[src/rtl/countdown_pkg.sv]
// countdown_pkg: shared state encodings and constants for the countdown timer controller
package countdown_pkg;
    typedef enum logic [1:0] {
        S_IDLE  = 2'd0,
        S_RUN   = 2'd1,
        S_PAUSE = 2'd2,
        S_DONE  = 2'd3
    } state_t;
    localparam logic LED_ALL_ON = 1'b1;
    localparam logic LED_ALL_OFF = 1'b0;
    localparam logic [3:0] BCD_ZERO = 4'd0;
endpackage

[src/rtl/countdown_ctrl_led_blinker.sv]
// led_blinker: end-of-count LED pattern, all on at entry then toggling every BLINK_CYC cycles
module led_blinker
    import countdown_pkg::*;
#(
    parameter int BLINK_CYC = 1,
    parameter int LED_W = 16
) (
    input  logic             clk_d,
    input  logic             rst,
    input  logic             active,
    output logic [LED_W-1:0] leds
);
    logic [3:0] blink_cnt;
    logic       on;
    logic       wrap;
    assign wrap = blink_cnt == 4'(BLINK_CYC - 1);
    // active is the state being entered, so !on marks the entry edge
    always_ff @(posedge clk_d or posedge rst) begin
        if (rst) begin
            leds <= {LED_W{LED_ALL_OFF}};
            blink_cnt <= '0;
            on <= 1'b0;
        end else begin
            on <= active;
            blink_cnt <= (!active || !on || wrap) ? '0 : blink_cnt + 4'd1;
            leds <= !active ? {LED_W{LED_ALL_OFF}} : !on ? {LED_W{LED_ALL_ON}} : wrap ? ~leds : leds;
        end
    end
endmodule

[src/rtl/countdown_ctrl.sv]
// countdown_ctrl: start/pause/clear sequencing, 00 detection and end-of-count blink for the BCD timer
module countdown_ctrl
    import countdown_pkg::*;
#(
    parameter int BLINK_CYC = 1,
    parameter int LED_W = 16
) (
    input  logic             clk_d,
    input  logic             rst,
    input  logic             btn_start,
    input  logic             btn_clear,
    input  logic [3:0]       d1,
    input  logic [3:0]       d0,
    output logic             en,
    output logic             decrease,
    output logic             clr,
    output logic [1:0]       state,
    output logic             done,
    output logic [LED_W-1:0] leds
);
    state_t cur, nxt;
    logic   zero;
    assign zero = d1 == BCD_ZERO && d0 == BCD_ZERO;
    always_comb begin
        nxt = cur;
        if (btn_clear) nxt = S_IDLE;
        else if (cur == S_IDLE && btn_start) nxt = zero ? S_DONE : S_RUN;
        else if (cur == S_RUN) nxt = zero ? S_DONE : (btn_start ? S_PAUSE : S_RUN);
        else if (cur == S_PAUSE && btn_start) nxt = S_RUN;
    end
    always_ff @(posedge clk_d or posedge rst) begin
        if (rst) begin
            cur <= S_IDLE;
            clr <= 1'b0;
        end else begin
            cur <= nxt;
            clr <= btn_clear;
        end
    end
    assign en = cur == S_RUN;
    assign decrease = !zero;
    assign done = cur == S_DONE;
    assign state = cur;
    led_blinker #(.BLINK_CYC(BLINK_CYC), .LED_W(LED_W)) u_blink (
        .clk_d(clk_d),
        .rst(rst),
        .active(nxt == S_DONE),
        .leds(leds)
    );
endmodule

[config.mk]
export PLATFORM = sky130hd
export DESIGN_NAME = countdown_ctrl
export DESIGN_NICKNAME = d
export VERILOG_FILES = /design/src/rtl/countdown_pkg.sv /design/src/rtl/countdown_ctrl_led_blinker.sv /design/src/rtl/countdown_ctrl.sv
export SDC_FILE = /design/constraint.sdc
export NUM_CORES = 1
export LEC_CHECK = 0
export BUFFER_PORTS_ARGS = -buffer_cell sky130_fd_sc_hd__buf_2
export CORE_ASPECT_RATIO = 0.9
export CORE_MARGIN = 5
export CORE_UTILIZATION = 46
export CTS_CLUSTER_DIAMETER = 30
export DETAILED_ROUTE_END_ITERATION = 10
export PLACE_DENSITY = 0.72
export SLEW_MARGIN = 10
export SYNTH_ARGS = -nofsm -noshare
export SYNTH_HDL_FRONTEND = slang
export SYNTH_SLANG_ARGS = --single-unit
[constraint.sdc]
create_clock -name clk_d -period 3.9 [get_ports clk_d]
set_input_delay 0.195 -clock clk_d [delete_from_list [all_inputs] [get_ports clk_d]]
set_output_delay 0.195 -clock clk_d [all_outputs]
set_load 0.02 [all_outputs]
Word level (Yosys, flattened, before mapping)
Cells that the tools add are included.
{ "classes": {"n_reduce_logical": 12, "muxes": 11, "n_addsub": 1, "eq_ne": 5, "bitwise_logic": 1} }
{ "ops": {"columns": ["op", "n"], "rows": [
  ["16-bit 2-to-1 mux", 3],
  ["16-bit inverter", 1],
  ["2-bit 2-to-1 mux", 7],
  ["4-bit logical NOT", 3],
  ["2-bit == test, second input constant", 3],
  ["4-bit by 1-bit adder with 4-bit output, second input constant", 1],
  ["4-bit 2-to-1 mux", 1],
  ["1-bit logical AND", 3],
  ["1-bit logical NOT", 3],
  ["3-bit inequality test, second input constant", 1],
  ["2-bit by 1-bit == test with 1-bit output, second input constant", 1],
  ["2-bit logical NOT", 1],
  ["1-bit logical OR", 2]
]} }
{ "word_totals": {"wordCells": 35, "output_inout_bits": 22, "regBits": 24} }

Depth between registers and ports, before layout
{ "logic_depth": {"depth_word": 11, "ltp_mapped": 7, "ltp_nobuf": 5} }

Hierarchy
A second synthesis with hierarchy kept.
{ "hier_totals": {"cells_unflattened": 90, "hier_area_um2": 1129.8} }
{ "modules_own_cells": {"columns": ["module", "cells_per_inst", "n_inst", "seq_area_each_um2", "area_per_inst_um2"], "rows": [
  ["led_blinker", 73, 1, 525.5, 932.1],
  ["countdown_ctrl", 17, 1, 75.1, 197.7]
]} }

Worst setup path before layout
Ideal clock, no wire load.
{ "synth_timing": {"path_type": "reg2reg", "start": "register cur[1] (netlist: state[1])", "end": "register u_blink.leds[0]", "stages_incl_launch_ff": 5, "arrival_ps": 1292, "path_buffers": 1, "slack_ps": 2457, "path_cell_list": "dfrtp_1 and2b_2 o21ai_2 clkbuf_8 a211oi_2"} }
{ "synth_between": {"elab_chain_cells": 8, "word_cells_on_any_way": 12, "cone_classes": "eq/ne (4); mux (5); reduce/logical (3)"} }
{ "synth_lines": {"columns": ["element", "line_no", "text"], "rows": [
  ["start, declared", "countdown_ctrl.sv:21", "state_t cur, nxt;"],
  ["start signal, assigned", "countdown_ctrl.sv:36", "cur <= nxt;"],
  ["2-bit == test", "countdown_ctrl.sv:29", "else if (cur == S_PAUSE && btn_start) nxt = S_RUN;"],
  ["1-bit logical AND", "countdown_ctrl.sv:29", null],
  ["2-bit 2-to-1 mux", "countdown_ctrl.sv:29", null],
  ["2-bit 2-to-1 mux", "countdown_ctrl.sv:28", "else if (cur == S_RUN) nxt = zero ? S_DONE : (btn_start ? S_PAUSE : S_RUN);"],
  ["2-bit 2-to-1 mux (*)", "countdown_ctrl.sv:27", "else if (cur == S_IDLE && btn_start) nxt = zero ? S_DONE : S_RUN;"],
  ["2-bit 2-to-1 mux (*)", "countdown_ctrl.sv:26", "if (btn_clear) nxt = S_IDLE;"],
  ["2-bit == test (*)", "countdown_ctrl.sv:47", ".active(nxt == S_DONE),"],
  ["3-bit inequality test (no line) / 16-bit 2-to-1 mux (equally long branches)", null, null],
  ["end signal, assigned", "countdown_ctrl_led_blinker.sv:20", "leds <= {LED_W{LED_ALL_OFF}};"],
  ["end signal, assigned", "countdown_ctrl_led_blinker.sv:26", "leds <= !active ? {LED_W{LED_ALL_OFF}} : !on ? {LED_W{LED_ALL_ON}} : wrap ? ~leds : leds;"],
  ["end, declared", "countdown_ctrl_led_blinker.sv:11", "output logic [LED_W-1:0] leds"]
]} }
Every way passes the cells marked *; elsewhere a longest branch is shown, timed or not.
A chain may end at the register's enable or synchronous reset.

Worst setup path in the final report
{ "layout_timing": {"start": "register cur[1] (netlist: state[1])", "end": "register u_blink.leds[5]"} }
Same word-level chain as after synthesis.

==> results.cfg <==
[pwr]
leakagePower_nw = 0.6438
power_density_nw_per_um2 = 319.5
p_total_uw = 444.1
peakVddDrop_mv = 0.2106

[logic_synthesis]
ys_ff_latch = 24
synth_commonest_cells = dfrtp_1, xnor2_1, a211oi_2
yosysTopAreaCell = dfrtp_1
ys_seq_area_share_pct = 49.43
yosysTopAreaCellShare_pct = 49.43
synth_cell_types = 30
async_flop_share_pct = 100.0
synthTopCellsByArea = dfrtp_1, xnor2_1, a211oi_2
syn_nets = 108
syn_area_sq_um = 1215
synth_area_per_cell_sq_um = 12.92
yosysMostFrequentCell = dfrtp_1
synth_edf_count = 0
yosys_warnings = 0
netlist_instances = 94
ys.flop_type = dfrtp_1

[placement]
portBuffers = 33
gp_congestion = 0.8156
hpwl_um = 1511

[routing]
wl_um = 2185
post_drt_wl_per_cell_um = 14.28
drt_iter0_drc = 13
viasPerCell = 5.098
num_vias = 780
drc = 0
final_antenna_net_count = 0
firstDrtPassIters = 2

[clock_tree]
h-tree-depth = 1
numCtsBuffers = 3
hold_buffers = 0
ctsRootBufferMaster = clkbuf_4
post_cts_resized = 0
cts_setup_buffers = 0
cts.clk_slew.worst_paths_ns = 0.13
cts_buffer_depth = 2
clock_latency_ns = 0.31
cts_tree = done
cts_sinks = 24

[die]
dieArea_sq_um = 3770
coreArea_sq_um = 2489
initial_core_util_pct = 48.82
die_x_um = 64.17
rows = 17
ioPinCount = 34
die_h_um = 58.76

[setup_path]
arrival_ns = 1.86
required_ns = 4.05
rr_worst_depth = 3
crit_fanout = 17
startpoint_type = flop
crit_path_end_kind = flop
path_class = flop to flop
ff2ff_setup_slack_ns = 2.19

[global_routing]
grt_pass1_wl_um = 3815
grt.busiest_layer = met2
antenna_found_initial = 0
grt_use_met1_pct = 16.71
gr-total-overflow = 0
grtUsageTotal_pct = 12.47
grt_max_degree = 25
grt_pass1_vias = 823
grt_use_met2_pct = 19.94
use_met3_pct = 2.863

[finish]
syn_to_final_growth_pct = 14.42
diodes = 0
nNetsFinal = 140
drive_gt1_share_pct = 46.40

[sta]
finalCritPeriodShare_pct = 43.96
tns_ns = 0
finalClockSkew_ns = 0.002519
fmax_mhz = 583.3
drv_slew = 0
hold_violations = 0
setup-violations-final = 0
rsz0062_at_grt = false
worst_pin_slew_ns = 1.137
max_slew_margin_pct = 24.21
fin_crit_ns = 1.714

[run_status]
status = finished, final reports clean

[worst_hold_path]
holdPathStages = 1
min_path_type = input port to flop

[flow_run]
max_cap_violations = 0
## final timing paths
check,startpoint,endpoint
worst min-delay path,btn_clear,clr
min in group asynchronous,rst,u_blink.leds[11]
worst max-delay path,state[1],u_blink.leds[5]
worst min register to register,u_blink.blink_cnt[0],u_blink.blink_cnt[0]
max in group asynchronous,rst,u_blink.leds[2]
worst max register to register,state[1],u_blink.leds[5]
## critical path, stage by stage, from the launching register on
cell      delay [ns]
dfrtp_1         0.45
and2b_2         0.27
o21ai_2         0.70
a211oi_1        0.13
## metal layers
metal  vias to the layer above  wire length (um)
met1                       365              1038
met2                        20              1020
met3                         2               103
met4                         0                23
li1                        393                 -
met5                         -                 0
## power breakdown
group          switching (mW)  internal, mW
clock                  0.0740        0.0571
combinational          0.0340        0.0174
sequential            0.00691         0.255
## state kept, by name (all words and copies together), names as in the netlist
register           flops
clr                    1
state                  2
u_blink.blink_cnt      4
u_blink.leds          16
u_blink.on             1
## cells in the final DEF (no fill, tap or decap), drive strengths merged
cell	instances
a211oi	16
a21oi	1
a311oi	1
and2	1
and2b	2
buf	34
clkbuf	4
dfrtp	24
ha	2
inv	4
nand2	2
nand3	1
nand3b	1
nor2	2
nor3	3
nor3b	2
nor4	2
o2111ai	2
o211ai	1
o21ai	1
or3b	1
xnor2	17
xor2	1
## kinds of logic after synthesis
kind of cell | after synthesis | share of synthesized area (%)
flops | 24 | 49.43
fa+ha+maj | 2 | 2.059
simple gates | 17 | 10.40
buf+inv | 11 | 7.208
compound gates | 22 | 17.92
xor+xnor | 18 | 12.98
## cell type report
class,count,area (sq um)
multi-input combinational,59,530.5
timing repair buffer,34,172.7
inverter,4,15.01
tap,28,35.03
sequential,24,600.6
clock buffer,4,36.28
fill,209,1099
## stage by stage
step                std cells  instance area [sq um]  setup WS (ns)  hold slack [ns]  utilization (%)
floorplan                  94                   1215          2.457           0.2096                -
global placement          149                   1354          2.305           0.3498            54.40
detailed placement        149                   1354          2.200           0.3586            54.40
CTS                       153                   1390          2.181          0.02525            55.86
global route              153                   1390          2.085          0.01750            55.86
finish                    153                   1390          2.186          0.02869            55.86
(Power assumes the default switching activity.)
